==> config.mk <==
export PLATFORM = sky130hd
export DESIGN_NAME = board_input_conditioner_flat
export DESIGN_NICKNAME = d
export VERILOG_FILES = /design/src/rtl/mips_io_pkg.sv /design/src/rtl/board_input_conditioner_if.sv /design/src/rtl/button_debounce.sv /design/src/rtl/board_input_conditioner.sv /design/src/flat_wrapper.sv
export SDC_FILE = /design/constraint.sdc
export NUM_CORES = 1
export LEC_CHECK = 0
export CORE_AREA = 2 2 90 92
export CTS_BUF_LIST = sky130_fd_sc_hd__clkbuf_8
export CTS_CLUSTER_DIAMETER = 200
export DETAILED_ROUTE_END_ITERATION = 16
export DIE_AREA = 0 0 92 94
export SLEW_MARGIN = 30
export SYNTH_ARGS = -nofsm -noshare
export SYNTH_HDL_FRONTEND = slang
export SYNTH_SLANG_ARGS = --single-unit
==> constraint.sdc <==
create_clock -name clk -period 1.8 [get_ports clk]
set_input_delay 0.54 -clock clk [delete_from_list [all_inputs] [get_ports clk]]
set_output_delay 0.54 -clock clk [all_outputs]
set_load 0.01 [all_outputs]
==> src/rtl/mips_io_pkg.sv <==
// Shared types and defaults for the board input conditioning path.
package mips_io_pkg;

   localparam int unsigned SW_WIDTH_DEFAULT        = 10;
   localparam int unsigned BTN_WIDTH_DEFAULT       = 2;
   localparam int unsigned DEBOUNCE_CYCLES_DEFAULT = 500000;

   // Debounce FSM: the two *_WAIT states hold the previous accepted level
   // while the new input level proves itself stable.
   typedef enum logic [1:0] {
      IDLE         = 2'd0,
      PRESS_WAIT   = 2'd1,
      PRESSED      = 2'd2,
      RELEASE_WAIT = 2'd3
   } debounce_state_t;

endpackage : mips_io_pkg

==> src/rtl/board_input_conditioner_if.sv <==
// Board-pin side bundle: raw pins in, conditioned levels/pulses out.
interface board_input_conditioner_if
   import mips_io_pkg::*;
#(
   parameter int unsigned SW_WIDTH  = SW_WIDTH_DEFAULT,
   parameter int unsigned BTN_WIDTH = BTN_WIDTH_DEFAULT
) ();

   logic [BTN_WIDTH-1:0] buttons_raw;
   logic [SW_WIDTH-1:0]  switches_raw;
   logic [BTN_WIDTH-1:0] btn_level;
   logic [BTN_WIDTH-1:0] btn_pulse;
   logic [SW_WIDTH-1:0]  sw_sync;

   // Board / stimulus side: drives the pins, observes conditioned outputs.
   modport master (
      output buttons_raw,
      output switches_raw,
      input  btn_level,
      input  btn_pulse,
      input  sw_sync
   );

   // Conditioner side.
   modport slave (
      input  buttons_raw,
      input  switches_raw,
      output btn_level,
      output btn_pulse,
      output sw_sync
   );

endinterface : board_input_conditioner_if

==> src/rtl/button_debounce.sv <==
// One push button: 2-flop synchronizer, polarity normalization, debounce FSM.
module button_debounce
   import mips_io_pkg::*;
#(
   parameter int unsigned DEBOUNCE_CYCLES = DEBOUNCE_CYCLES_DEFAULT,
   parameter bit          ACTIVE_LOW      = 1'b1
) (
   input  logic clk,
   input  logic rst,
   input  logic button_raw,
   output logic level,
   output logic pulse
);

   localparam int unsigned     CNT_W    = $clog2(DEBOUNCE_CYCLES);
   localparam logic [CNT_W-1:0] CNT_LAST = CNT_W'(DEBOUNCE_CYCLES - 1);
   localparam logic            IDLE_PIN = ACTIVE_LOW;

   logic            sync_meta;
   logic            sync_q;
   logic            active_c;
   debounce_state_t state;
   debounce_state_t state_next;
   logic [CNT_W-1:0] cnt;
   logic [CNT_W-1:0] cnt_next;
   logic            level_next;
   logic            pulse_next;

   // Synchronizer resets to the released pin value so reset never looks like a press.
   always_ff @(posedge clk or negedge rst) begin
      if (!rst) begin
         sync_meta <= IDLE_PIN;
         sync_q    <= IDLE_PIN;
      end else begin
         sync_meta <= button_raw;
         sync_q    <= sync_meta;
      end
   end

   assign active_c = sync_q ^ ACTIVE_LOW;

   // State, counter and registered outputs.
   always_ff @(posedge clk or negedge rst) begin
      if (!rst) begin
         state <= IDLE;
         cnt   <= '0;
         level <= 1'b0;
         pulse <= 1'b0;
      end else begin
         state <= state_next;
         cnt   <= cnt_next;
         level <= level_next;
         pulse <= pulse_next;
      end
   end

   // Next state: counter clears on every state change, so it never wraps.
   always_comb begin
      state_next = state;
      cnt_next   = cnt;
      pulse_next = 1'b0;
      level_next = 1'b0;

      case (state)
         IDLE: begin
            if (active_c) begin
               state_next = PRESS_WAIT;
               cnt_next   = '0;
            end
         end
         PRESS_WAIT: begin
            if (!active_c) begin
               state_next = IDLE;
               cnt_next   = '0;
            end else if (cnt == CNT_LAST) begin
               state_next = PRESSED;
               cnt_next   = '0;
               pulse_next = 1'b1;
            end else begin
               cnt_next = cnt + CNT_W'(1);
            end
         end
         PRESSED: begin
            if (!active_c) begin
               state_next = RELEASE_WAIT;
               cnt_next   = '0;
            end
         end
         RELEASE_WAIT: begin
            if (active_c) begin
               state_next = PRESSED;
               cnt_next   = '0;
            end else if (cnt == CNT_LAST) begin
               state_next = IDLE;
               cnt_next   = '0;
            end else begin
               cnt_next = cnt + CNT_W'(1);
            end
         end
         default: begin
            state_next = IDLE;
            cnt_next   = '0;
         end
      endcase

      level_next = (state_next == PRESSED) || (state_next == RELEASE_WAIT);
   end

endmodule : button_debounce

==> src/rtl/board_input_conditioner.sv <==
// Synchronizes slide switches and debounces push buttons ahead of the MIPS top level.
module board_input_conditioner
   import mips_io_pkg::*;
#(
   parameter int unsigned SW_WIDTH        = SW_WIDTH_DEFAULT,
   parameter int unsigned BTN_WIDTH       = BTN_WIDTH_DEFAULT,
   parameter int unsigned DEBOUNCE_CYCLES = DEBOUNCE_CYCLES_DEFAULT,
   parameter bit          BTN_ACTIVE_LOW  = 1'b1
) (
   input  logic                      clk,
   input  logic                      rst,
   board_input_conditioner_if.slave  io
);

   logic [SW_WIDTH-1:0]  sw_meta;
   logic [SW_WIDTH-1:0]  sw_q;
   logic [BTN_WIDTH-1:0] level;
   logic [BTN_WIDTH-1:0] pulse;

   // Switches only need metastability protection, no debounce.
   always_ff @(posedge clk or negedge rst) begin
      if (!rst) begin
         sw_meta <= '0;
         sw_q    <= '0;
      end else begin
         sw_meta <= io.switches_raw;
         sw_q    <= sw_meta;
      end
   end

   assign io.sw_sync = sw_q;

   // Buttons are fully independent; one debouncer each.
   for (genvar i = 0; i < int'(BTN_WIDTH); i++) begin : g_btn
      button_debounce #(
         .DEBOUNCE_CYCLES (DEBOUNCE_CYCLES),
         .ACTIVE_LOW      (BTN_ACTIVE_LOW)
      ) u_debounce (
         .clk        (clk),
         .rst        (rst),
         .button_raw (io.buttons_raw[i]),
         .level      (level[i]),
         .pulse      (pulse[i])
      );
   end

   assign io.btn_level = level;
   assign io.btn_pulse = pulse;

endmodule : board_input_conditioner

==> src/flat_wrapper.sv <==
// flat-port wrapper written by rule: the top's interface ports become plain ports
module board_input_conditioner_flat import mips_io_pkg::*;
#(
   parameter int unsigned SW_WIDTH        = SW_WIDTH_DEFAULT,
   parameter int unsigned BTN_WIDTH       = BTN_WIDTH_DEFAULT,
   parameter int unsigned DEBOUNCE_CYCLES = DEBOUNCE_CYCLES_DEFAULT,
   parameter bit          BTN_ACTIVE_LOW  = 1'b1
)
  (clk, rst, io_buttons_raw, io_switches_raw, io_btn_level, io_btn_pulse, io_sw_sync);
  board_input_conditioner_if #(.SW_WIDTH(SW_WIDTH), .BTN_WIDTH(BTN_WIDTH)) io_i ();
  input  logic clk;
  input  logic rst;
  input wire logic [$bits(io_i.buttons_raw)-1:0] io_buttons_raw;
  input wire logic [$bits(io_i.switches_raw)-1:0] io_switches_raw;
  output wire logic [$bits(io_i.btn_level)-1:0] io_btn_level;
  output wire logic [$bits(io_i.btn_pulse)-1:0] io_btn_pulse;
  output wire logic [$bits(io_i.sw_sync)-1:0] io_sw_sync;
  assign io_i.buttons_raw = io_buttons_raw;
  assign io_i.switches_raw = io_switches_raw;
  assign io_btn_level = io_i.btn_level;
  assign io_btn_pulse = io_i.btn_pulse;
  assign io_sw_sync = io_i.sw_sync;
  board_input_conditioner #(.SW_WIDTH(SW_WIDTH), .BTN_WIDTH(BTN_WIDTH), .DEBOUNCE_CYCLES(DEBOUNCE_CYCLES), .BTN_ACTIVE_LOW(BTN_ACTIVE_LOW)) u_core (.clk(clk), .rst(rst), .io(io_i));
endmodule
==> metrics.md, run 1 <==
| Metric | Value |
|---|---|
| Outcome | `finished, violations left` |
| Failing checks | `setup timing` |
| Cell count after synthesis | `321` |
| Die height | `roughly 94 um` |
| DR WL met3 | `~250 um` |
| Sw frac | `between 20% and 30%` |
| Crit path time final | `roughly 1.8 ns` |
| #FFs+latches synth | `70` |
| Fmax | `around 550 MHz` |
| NumNets Final | `about 420` |
| Sink Count | `70` |
| Switching power total | `~0.80 mW` |
| GRT Total Usage | `18.70%` |
| Initial antenna violation count | `0` |
| Non-filler instance count after layout | `between 500 and 600` |
| Post-synth top area share | `50.89%` |
| Asr flop ratio synth | `100.0%` |
| Clock root buffer | `clkbuf_8` |
| Final ANT Viol Nets | `0` |
| CTS tree | `yes` |
| Area of the multi-input gates | `0.001538 mm2` |
| Site Rows | `32` |
| Largest net degree at the start of global routing | `71` |
| Vias in the first global route | `around 2600` |
| # IOs | `28` |
| Clock power frac | `38.8%` |
| Final Max Tran Viols | `0` |
| Mapped Area | `between 0.003 and 0.004 mm2` |
| Filler Cell Count | `around 650` |
| Setup WS post-layout | `-0.003509 ns` |
| Final Util | `between 50% and 60%` |
| Sequential-to-total area share from yosys stat | `54.12%` |
| Grt total ovfl | `0` |
| N_diodes | `0` |
| Drt via density | `5.331` |
| Type of origin of the critical path | `flip-flop` |
| Worst hold-check path type | `input port to asynchronous set/reset pin` |
| DR WL/cell | `between 10 and 15 um` |
| Die width | `~90 um` |
| Placeable core area | `about 0.0076 mm2` |
| Synth cell types | `a little under 50` |
| TritonCTS Buffers | `9` |
| Synth top area cells | `dfrtp_1 51%, o21ai_0 3.9%, nand3_1 3.4%` |
| Hold WS | `about 0.18 ns` |
| Clock Latency Late Sink | `0.35 ns` |
| P_int | `2.246 mW` |
| RSZ-0062 raised after global routing | `yes` |
| Placed Instances | `483` |
| EDFF count, synth | `0` |
| First-pass GRT wire length | `12760 um` |
| H-tree depth | `3` |
| Violation count after the first detailed-routing iteration | `173` |
| CP Class | `flip-flop to flip-flop` |
| PD cells | `695.0 mW/mm2` |
| Share of layout cells above drive strength 1 | `between 20% and 30%` |
| RD Place Congestion | `about 0.84` |
| Comb pwr share | `7.7%` |
| Top layer in use | `met4` |
| Die area | `approximately 0.0086 mm2` |
| YS warnings | `0` |
| Critical Path End Type | `flip-flop` |
| Wire length on met1 | `around 3400 um` |
| First drt pass iteration count | `4` |
| Commonest cells in the netlist | `66 x dfrtp_1, 26 x nand2_1, 25 x o21ai_0, 22 x nand3_1, 21 x nor2_1` |
| Maximum clock path buffer count | `2` |
| Peak supply drop | `roughly 700 uV` |
| Met2 routed wirelength | `~3700 um` |
| Relative slew slack | `between 70 and 80%` |
| # port buffers | `27` |
| Area Growth Syn to Fin | `35.20%` |
| Worst-margin pin slew | `roughly 0.4 ns` |
| Via count | `2708` |
| Reg area | `between 0.0015 and 0.002 mm2` |
| Hold Vio Cnt, Final | `0` |
| Sequential Power Share | `53.5%` |
| Detailed-placement wirelength estimate | `4995 um` |
| Reg clk slew, reported paths | `around 0.09 ns` |
| Critical Path RT | `around 2.0 ns` |
| Final setup viols | `1` |
| Initial Utilization | `~43%` |
| Dominant cell type by area after synthesis | `dfrtp_1` |
| Ys flop type | `dfrtp_1` |
| DRC Markers | `0` |
| Max FO, Critical Path | `5` |
| Lkg Pwr | `about 2.0 nW` |
| MaxCap Viol Count | `0` |
| Mean post-synth cell area | `~10 um2` |
| Post-route clock period utilization | `100.2%` |
| Most numerous cell in the Yosys netlist | `dfrtp_1` |
| WL final | `approximately 7400 um` |
| WP data arrival | `approximately 2 ns` |
| Mapped Nets | `roughly 340` |
| Clk_skew | `about 0.0094 ns` |
==> metal layers <==
layer,track usage [%],vias to the layer above
met5,0,-
met4,7.463,0
met3,3.210,8
met2,29.53,49
met1,25.77,1324
li1,-,1327
==> stage by stage <==
stage / power [mW] / setup TNS, ns / setup WS [ns] / area [um2]
floorplan: 1.734 / 0 / 0.02296 / 3246
global placement: 1.868 / -0.01814 / -0.01814 / 3948
detailed placement: 1.872 / -0.05603 / -0.02100 / 3948
CTS: 3.059 / 0 / 0.001838 / 4153
global route: 3.190 / -0.4137 / -0.07079 / 4388
finish: 3.050 / -0.003509 / -0.003509 / 4388
==> power by group through the flow <==
stage               clock (mW)  combinational (mW)  sequential, mW
floorplan                    0              0.0678            1.67
global placement             0               0.209            1.66
detailed placement           0               0.211            1.66
CTS                       1.21               0.217            1.63
global route              1.29               0.262            1.64
finish                    1.18               0.235            1.63
==> critical path, stage by stage, from the launching register on <==
cell,delay (ns)
dfrtp_1,0.42
and4bb_2,0.31
nand4_1,0.18
o31ai_4,0.29
buf_4,0.18
buf_6,0.11
nor4_1,0.05
a21o_1,0.15
==> logic make-up after synthesis <==
group           count (synthesis)  synth area share (%)
buf+inv                        25                 3.624
simple gates                  150                 26.25
xor+xnor                        5                 1.349
fa+ha+maj                       2                0.7709
compound gates                 61                 11.37
mux                             8                 2.506
flops                          70                 54.12
==> path summary, 6_finish.rpt <==
| path | startpoint | endpoint | slack [ns] | cells after the start |
|---|---|---|---|---|
| worst max-delay path | u_core.g_btn[1].u_debounce.cnt[5]$_DFFE_PN0P_ | u_core.g_btn[1].u_debounce.cnt[6]$_DFFE_PN0P_ | -0.004 | 7 |
| worst min-delay path | rst | u_core.g_btn[1].u_debounce.cnt[15]$_DFFE_PN0P_ | 0.18 | 2 |
| worst max register to register | u_core.g_btn[1].u_debounce.cnt[5]$_DFFE_PN0P_ | u_core.g_btn[1].u_debounce.cnt[6]$_DFFE_PN0P_ | -0.004 | 7 |
| max in group asynchronous | rst | u_core.g_btn[0].u_debounce.sync_q$_DFF_PN1_ | 1.25 | 2 |
| worst min register to register | u_core.sw_meta[5]$_DFF_PN0_ | u_core.io.sw_sync[5]$_DFF_PN0_ | 0.34 | 0 |
| min in group clk | u_core.sw_meta[5]$_DFF_PN0_ | u_core.io.sw_sync[5]$_DFF_PN0_ | 0.34 | 0 |
==> flip-flops by register name, indices dropped and copies added (netlist names) <==
register and count:
u_core.g_btn.u_debounce.cnt 38, u_core.g_btn.u_debounce.level 2, u_core.g_btn.u_debounce.pulse 2, u_core.g_btn.u_debounce.state 4, u_core.g_btn.u_debounce.sync_meta 2, u_core.g_btn.u_debounce.sync_q 2, u_core.io.sw_sync 10, u_core.sw_meta 10
==> final cells by class <==
class,count,area share [%]
multi-input combinational,226,35.04
tap,102,2.908
timing repair buffer,85,17.11
sequential,70,40.09
clock inverter,7,1.255
inverter,9,0.7699
clock buffer,9,2.823
==> layout by cell type (no fill, tap or decap), types with 3 or more instances in the layout <==
cell / n
or2_2: 4
clkbuf_8: 9
dfrtp_1: 64
o21ai_2: 4
nand4_1: 11
inv_1: 9
nand3_1: 21
a21oi_1: 13
clkdlybuf4s50_1: 22
a21o_1: 7
inv_6: 3
nand2_1: 25
nor3_1: 7
buf_4: 52
a22o_1: 4
o21ai_1: 3
dlymetal6s2s_1: 4
dfstp_2: 4
nor2_1: 20
nor3b_1: 3
nor4_1: 4
and3_1: 10
mux2i_1: 7
xnor2_1: 5
nor4_2: 4
o21ai_0: 20
or3_1: 8
nand2b_1: 3
buf_6: 4
==> repair_timing <==
item,CTS,global route
pin swaps,0,11
gates cloned,0,1
hold buffers,0,0
endpoints found under the hold margin,0,0
buffers inserted,2,6
resized for setup,2,47
setup endpoints to repair,8,37
(Power assumes the default switching activity.)
==> run 2: changes to the inputs <==
--- a/config.mk
+++ b/config.mk
@@ -12,2 +12,4 @@
 export DIE_AREA = 0 0 92 94
+export HOLD_SLACK_MARGIN = 0.12
+export SETUP_SLACK_MARGIN = 0.2
 export SLEW_MARGIN = 30
==> constraint.sdc (replaced) <==
create_clock -name clk -period 1.8 [get_ports clk]
set_input_delay 0.27 -clock clk [delete_from_list [all_inputs] [get_ports clk]]
set_output_delay 0.27 -clock clk [all_outputs]
set_load 0.01 [all_outputs]
==> metrics.md, run 2 (synthesis gave the netlist of run 1 again) <==
| Metric | Value |
|---|---|
| Reg area | `0.001767 mm2` |
| Slowest cell on crit path | `or4b_4` |
| N_diodes | `0` |
| First drt pass iteration count | `4` |
| CP cell instances | `buf_6, nand4_4, or4b_4, or3_1, o21ai_1, a21o_1` |
| Max reg flops | `38` |
| Site Rows | `32` |
| Clock Latency Late Sink | `approximately 0.36 ns` |
| Worst-margin pin slew | `0.3760 ns` |
| Post-route clock period utilization | `99.29%` |
| CTS tree | `yes` |
| Reg clk slew, reported paths | `0.09 ns` |
| Max FO, Critical Path | `4` |
| Lkg Pwr | `2.092 nW` |
| MaxCap Viol Count | `0` |
| Area of the multi-input gates | `about 0.0018 mm2` |
| Critical Path RT | `roughly 2.1 ns` |
| Hold Vio Cnt, Final | `0` |
| Sw frac | `27.67%` |
| Detailed-placement wirelength estimate | `slightly below 5000 um` |
| Initial antenna violation count | `0` |
| Share of layout cells above drive strength 1 | `between 40% and 50%` |
| # IOs | `28` |
| Outcome | `finished, final reports clean` |
| Area after DPL | `about 0.004 mm2` |
| Largest net degree at the start of global routing | `71` |
| Comb pwr share | `a little under 9%` |
| TritonCTS Buffers | `9` |
| Worst path max stage delay | `approximately 0.56 ns` |
| Maximum clock path buffer count | `2` |
| Placed Instances | `roughly 480` |
| Final Cell Area | `about 0.0048 mm2` |
| NumNets Final | `between 400 and 500` |
| Critical Path End Type | `flip-flop` |
| Non-filler instance count after layout | `529` |
| Die area | `0.008648 mm2` |
| Placeable core area | `~0.0076 mm2` |
| WL final | `8184 um` |
| Sequential Power Share | `about half` |
| Total power | `3.176 mW` |
| Switching power total | `approximately 0.88 mW` |
| Crit path time final | `1.787 ns` |
| Area Growth Syn to Fin | `48.23%` |
| Most frequent cells in the layout | `59 x buf_4, 58 x dfrtp_1, 26 x clkdlybuf4s50_1` |
| GRT Total Usage | `20.21%` |
| P_int | `~2.3 mW` |
| DRC Markers | `0` |
| Sink Count | `70` |
| Drt via density | `roughly 5.5` |
| Die height | `~94 um` |
| Clock root buffer | `clkbuf_8` |
| Grt total ovfl | `0` |
| Relative slew slack | `74.93%` |
| Fmax | `between 500 and 600 MHz` |
| DP Worst Slack | `-0.06529 ns` |
| Filler Cell Count | `around 620` |
| WP data arrival | `2.09 ns` |
| CP Class | `flip-flop to flip-flop` |
| PD cells | `660.2 mW/mm2` |
| Vias in the first global route | `slightly below 3000` |
| RSZ-0062 raised after global routing | `yes` |
| Type of origin of the critical path | `flip-flop` |
| # port buffers | `27` |
| Clock power frac | `about two fifths` |
| Initial Utilization | `42.66%` |
| Worst hold-check path type | `input port to flip-flop` |
| First-pass GRT wire length | `about 14000 um` |
| Die width | `92 um` |
| H-tree depth | `3` |
| Clk_skew | `between 0.015 and 0.02 ns` |
| Via count | `2888` |
| Commonest non-fill, non-tap cell in the layout | `buf_4` |
| RD Place Congestion | `~0.88` |
| Violation count after the first detailed-routing iteration | `94` |
| Setup WS post-layout | `~0.013 ns` |
| Final Max Tran Viols | `0` |
| Setup TNS | `0 ns` |
| DR WL/cell | `~15 um` |
| Reg with most FFs | `u_core.g_btn.u_debounce.cnt` |
| Final ANT Viol Nets | `0` |
| Final setup viols | `0` |
| Peak supply drop | `between 300 and 400 uV` |
## run 2: layout make-up
type	count	share of cell area (%)
clock buffers	9	2.575
clock inverters	7	1.508
well taps	102	2.653
flip-flops and latches	70	36.72
inverters	9	0.7022
repair buffers	105	19.40
multi-input cells	227	36.44
## run 2: metrics by stage
stage | util [%] | hold slack [ns]
6_report | 63.24 | 0.3116
5_1_grt | 63.24 | 0.2904
4_1_cts | 60.33 | 0.2959
3_5_place_dp | 51.60 | 0.3275
3_3_place_gp | 51.60 | 0.3244
2_1_floorplan | - | -0.02559
## run 2: worst max-delay path, delay by kind of cell, from the launching register on
| family | cells | cell delay [ns] |
|---|---|---|
| buffers and inverters | 1 | 0.13 |
| AND/OR/NAND/NOR | 3 | 1.02 |
| AO/OA/AOI/OAI | 2 | 0.17 |
| flip-flops | 1 | 0.42 |
## run 2: routing by layer
| layer | vias up | GRT usage (%) | part of all wire (%) |
|---|---|---|---|
| li1 | 1373 | - | - |
| met1 | 1448 | 24.22 | 43 |
| met2 | 51 | 35.23 | 51 |
| met3 | 16 | 6.019 | 3.7 |
| met4 | 0 | 6.095 | 2.0 |
| met5 | - | 0 | 0 |
## run 2: repair_timing
item,4_1_cts,5_1_grt
endpoints found under the setup margin,42,46
pin swaps,30,24
buffers inserted,28,6
hold buffers,1,0
endpoints found under the hold margin,66,0
gates cloned,2,0
gates resized for setup,62,45
## run 2: power groups by stage
stage / clock, mW / combinational [mW] / sequential, mW
3_5_place_dp: 0 / 0.212 / 1.66
6_report: 1.27 / 0.280 / 1.63
5_1_grt: 1.38 / 0.305 / 1.64
2_1_floorplan: 0 / 0.0740 / 1.67
3_3_place_gp: 0 / 0.209 / 1.66
4_1_cts: 1.30 / 0.264 / 1.63
## run 2: worst paths after layout
kind / start / to / slack, ns / cells past startpoint
max in group asynchronous: rst / u_core.g_btn[0].u_debounce.cnt[12]$_DFFE_PN0P_ / 1.01 / 3
min: io_buttons_raw[0] / u_core.g_btn[0].u_debounce.sync_meta$_DFF_PN1_ / 0.31 / 1
min reg2reg: u_core.sw_meta[0]$_DFF_PN0_ / u_core.io.sw_sync[0]$_DFF_PN0_ / 0.35 / 0
min in group asynchronous: rst / u_core.g_btn[1].u_debounce.cnt[17]$_DFFE_PN0P_ / 0.44 / 3
max: u_core.g_btn[1].u_debounce.cnt[7]$_DFFE_PN0P_ / u_core.g_btn[1].u_debounce.cnt[15]$_DFFE_PN0P_ / 0.01 / 6
max reg2reg: u_core.g_btn[1].u_debounce.cnt[7]$_DFFE_PN0P_ / u_core.g_btn[1].u_debounce.cnt[15]$_DFFE_PN0P_ / 0.01 / 6
==> run 3: changes to the inputs <==
CORE_AREA = 2 2 116 73   (was 2 2 90 92)
CTS_CLUSTER_SIZE = 10   (was unset)
DIE_AREA = 0 0 118 75   (was 0 0 92 94)
==> metrics.md, run 3 (synthesis gave the netlist of run 1 again) <==
| Metric | Value |
|---|---|
| WL final | `~8600 um` |
| First-pass GRT wire length | `around 14000 um` |
| Type of origin of the critical path | `flip-flop` |
| Share of layout cells above drive strength 1 | `about two fifths` |
| Critical path depth | `6` |
| Grt total ovfl | `0` |
| First drt pass iteration count | `5` |
| Area Growth Syn to Fin | `51.35%` |
| TritonCTS Buffers | `9` |
| RSZ-0062 raised after global routing | `yes` |
| Area after DPL | `between 0.003 and 0.004 mm2` |
| N_diodes | `0` |
| Die width | `118 um` |
| Post-route clock period utilization | `between 90% and 100%` |
| Hold Vio Cnt, Final | `0` |
| # port buffers | `27` |
| DP Worst Slack | `-0.01939 ns` |
| Filler Cell Count | `620` |
| Sink Count | `70` |
| NumNets Final | `438` |
| Detailed-placement wirelength estimate | `a little over 5000 um` |
| Max reg flops | `38` |
| Commonest non-fill, non-tap cell in the layout | `buf_4` |
| Site Rows | `25` |
| Final ANT Viol Nets | `0` |
| Clk_skew | `about 0.014 ns` |
| Bufs and invs on worst path | `1` |
| H-tree depth | `3` |
| CP Class | `flip-flop to flip-flop` |
| CP cell instances | `nand4_1, buf_4, nor4_1, nand3_1, or3_4, nand3_2` |
| Setup TNS | `0 ns` |
| Largest net degree at the start of global routing | `45` |
| Via count | `~2900` |
| Drt via density | `approximately 5.4` |
| Placeable core area | `about 0.0077 mm2` |
| Outcome | `finished, final reports clean` |
| Peak supply drop | `between 400 and 500 uV` |
| Vias in the first global route | `about 2700` |
| # IOs | `28` |
| MaxCap Viol Count | `0` |
| Die area | `approximately 0.0089 mm2` |
| Lkg Pwr | `roughly 2.1 nW` |
| Fmax | `between 500 and 600 MHz` |
| CTS tree | `yes` |
| CP top delay family | `simple AND/OR/NAND/NOR gates` |
| Non-filler instance count after layout | `between 500 and 600` |
| Hold Path Cell Cnt | `1` |
| Clock Latency Late Sink | `0.36 ns` |
| Max FO, Critical Path | `5` |
| Placed Instances | `approximately 470` |
| Initial Utilization | `between 40% and 50%` |
| Maximum clock path buffer count | `2` |
| Reg clk slew, reported paths | `around 0.080 ns` |
| WP data arrival | `2.08 ns` |
| Worst hold-check path type | `input port to flip-flop` |
| Reg with most FFs | `u_core.g_btn.u_debounce.cnt` |
| Final Max Tran Viols | `0` |
| Most frequent cells in the layout | `58 x buf_4, 57 x dfrtp_1, 26 x clkdlybuf4s50_1` |
| Final setup viols | `0` |
| Worst-margin pin slew | `between 0.5 and 0.6 ns` |
| GRT Total Usage | `about a fifth` |
| Die height | `roughly 75 um` |
| Setup WS post-layout | `around 0.024 ns` |
| DRC Markers | `0` |
| Initial antenna violation count | `0` |
| Critical Path End Type | `flip-flop` |
| Relative slew slack | `between 60 and 70%` |
| Crit path time final | `1.776 ns` |
| PD cells | `about 740 mW/mm2` |
| Worst path max stage delay | `0.44 ns` |
| Final Util | `63.58%` |
| Hold WS | `0.3179 ns` |
| R2r worst-path depth | `6` |
| Clock root buffer | `clkbuf_8` |
| RD Place Congestion | `0.8422` |
| Violation count after the first detailed-routing iteration | `around 250` |
| DR WL/cell | `16.04 um` |
| Final Cell Area | `approximately 0.0049 mm2` |
| Total power | `approximately 3.6 mW` |
| Slowest cell on crit path | `dfrtp_1` |
| Critical Path RT | `~2.1 ns` |
==> run 3: final timing paths <==
| kind | from | endpoint | slack (ns) |
|---|---|---|---|
| max in group asynchronous | rst | u_core.g_btn[0].u_debounce.cnt[11]$_DFFE_PN0P_ | 0.85 |
| setup reg to reg | u_core.g_btn[1].u_debounce.cnt[8]$_DFFE_PN0P_ | u_core.g_btn[1].u_debounce.cnt[18]$_DFFE_PN0P_ | 0.02 |
| hold / removal | io_buttons_raw[1] | u_core.g_btn[1].u_debounce.sync_meta$_DFF_PN1_ | 0.32 |
| setup / recovery | u_core.g_btn[1].u_debounce.cnt[8]$_DFFE_PN0P_ | u_core.g_btn[1].u_debounce.cnt[18]$_DFFE_PN0P_ | 0.02 |
| min in group asynchronous | rst | u_core.g_btn[1].u_debounce.cnt[3]$_DFFE_PN0P_ | 0.45 |
| hold reg to reg | u_core.g_btn[1].u_debounce.sync_meta$_DFF_PN1_ | u_core.g_btn[1].u_debounce.sync_q$_DFF_PN1_ | 0.34 |
==> run 3: power breakdown <==
group	total (mW)	leakage (nW)	switching [mW]	internal, mW
clock network	1.72	0.132	0.622	1.10
logic	0.288	1.12	0.143	0.145
registers	1.64	0.896	0.0233	1.61
==> run 3: what timing repair did <==
action | CTS | global route
buffers inserted | 28 | 15
pin swaps | 18 | 33
endpoints found under the hold margin | 66 | 0
endpoints found under the setup margin | 41 | 46
cloned | 2 | 0
hold buffers | 1 | 0
gates resized for setup | 40 | 70
==> run 3: final cells by class <==
cell class / instances / area (um2) / area share (%)
clock inverter: 6 / 132.6 / 2.700
inverter: 9 / 33.78 / 0.6877
multi-input combinational: 227 / 1777 / 36.17
clock buffer: 10 / 137.6 / 2.802
timing repair buffer: 105 / 928.4 / 18.90
sequential: 70 / 1768 / 35.99
tap: 108 / 135.1 / 2.751
==> run 3: metal layers <==
layer / GRT usage, % / share of wire [%] / vias up
met4: 6.827 / 1.4 / 0
met3: 8.182 / 6.7 / 10
met5: 0 / 0 / -
li1: - / - / 1368
met1: 29.26 / 51 / 1397
met2: 27.26 / 41 / 93
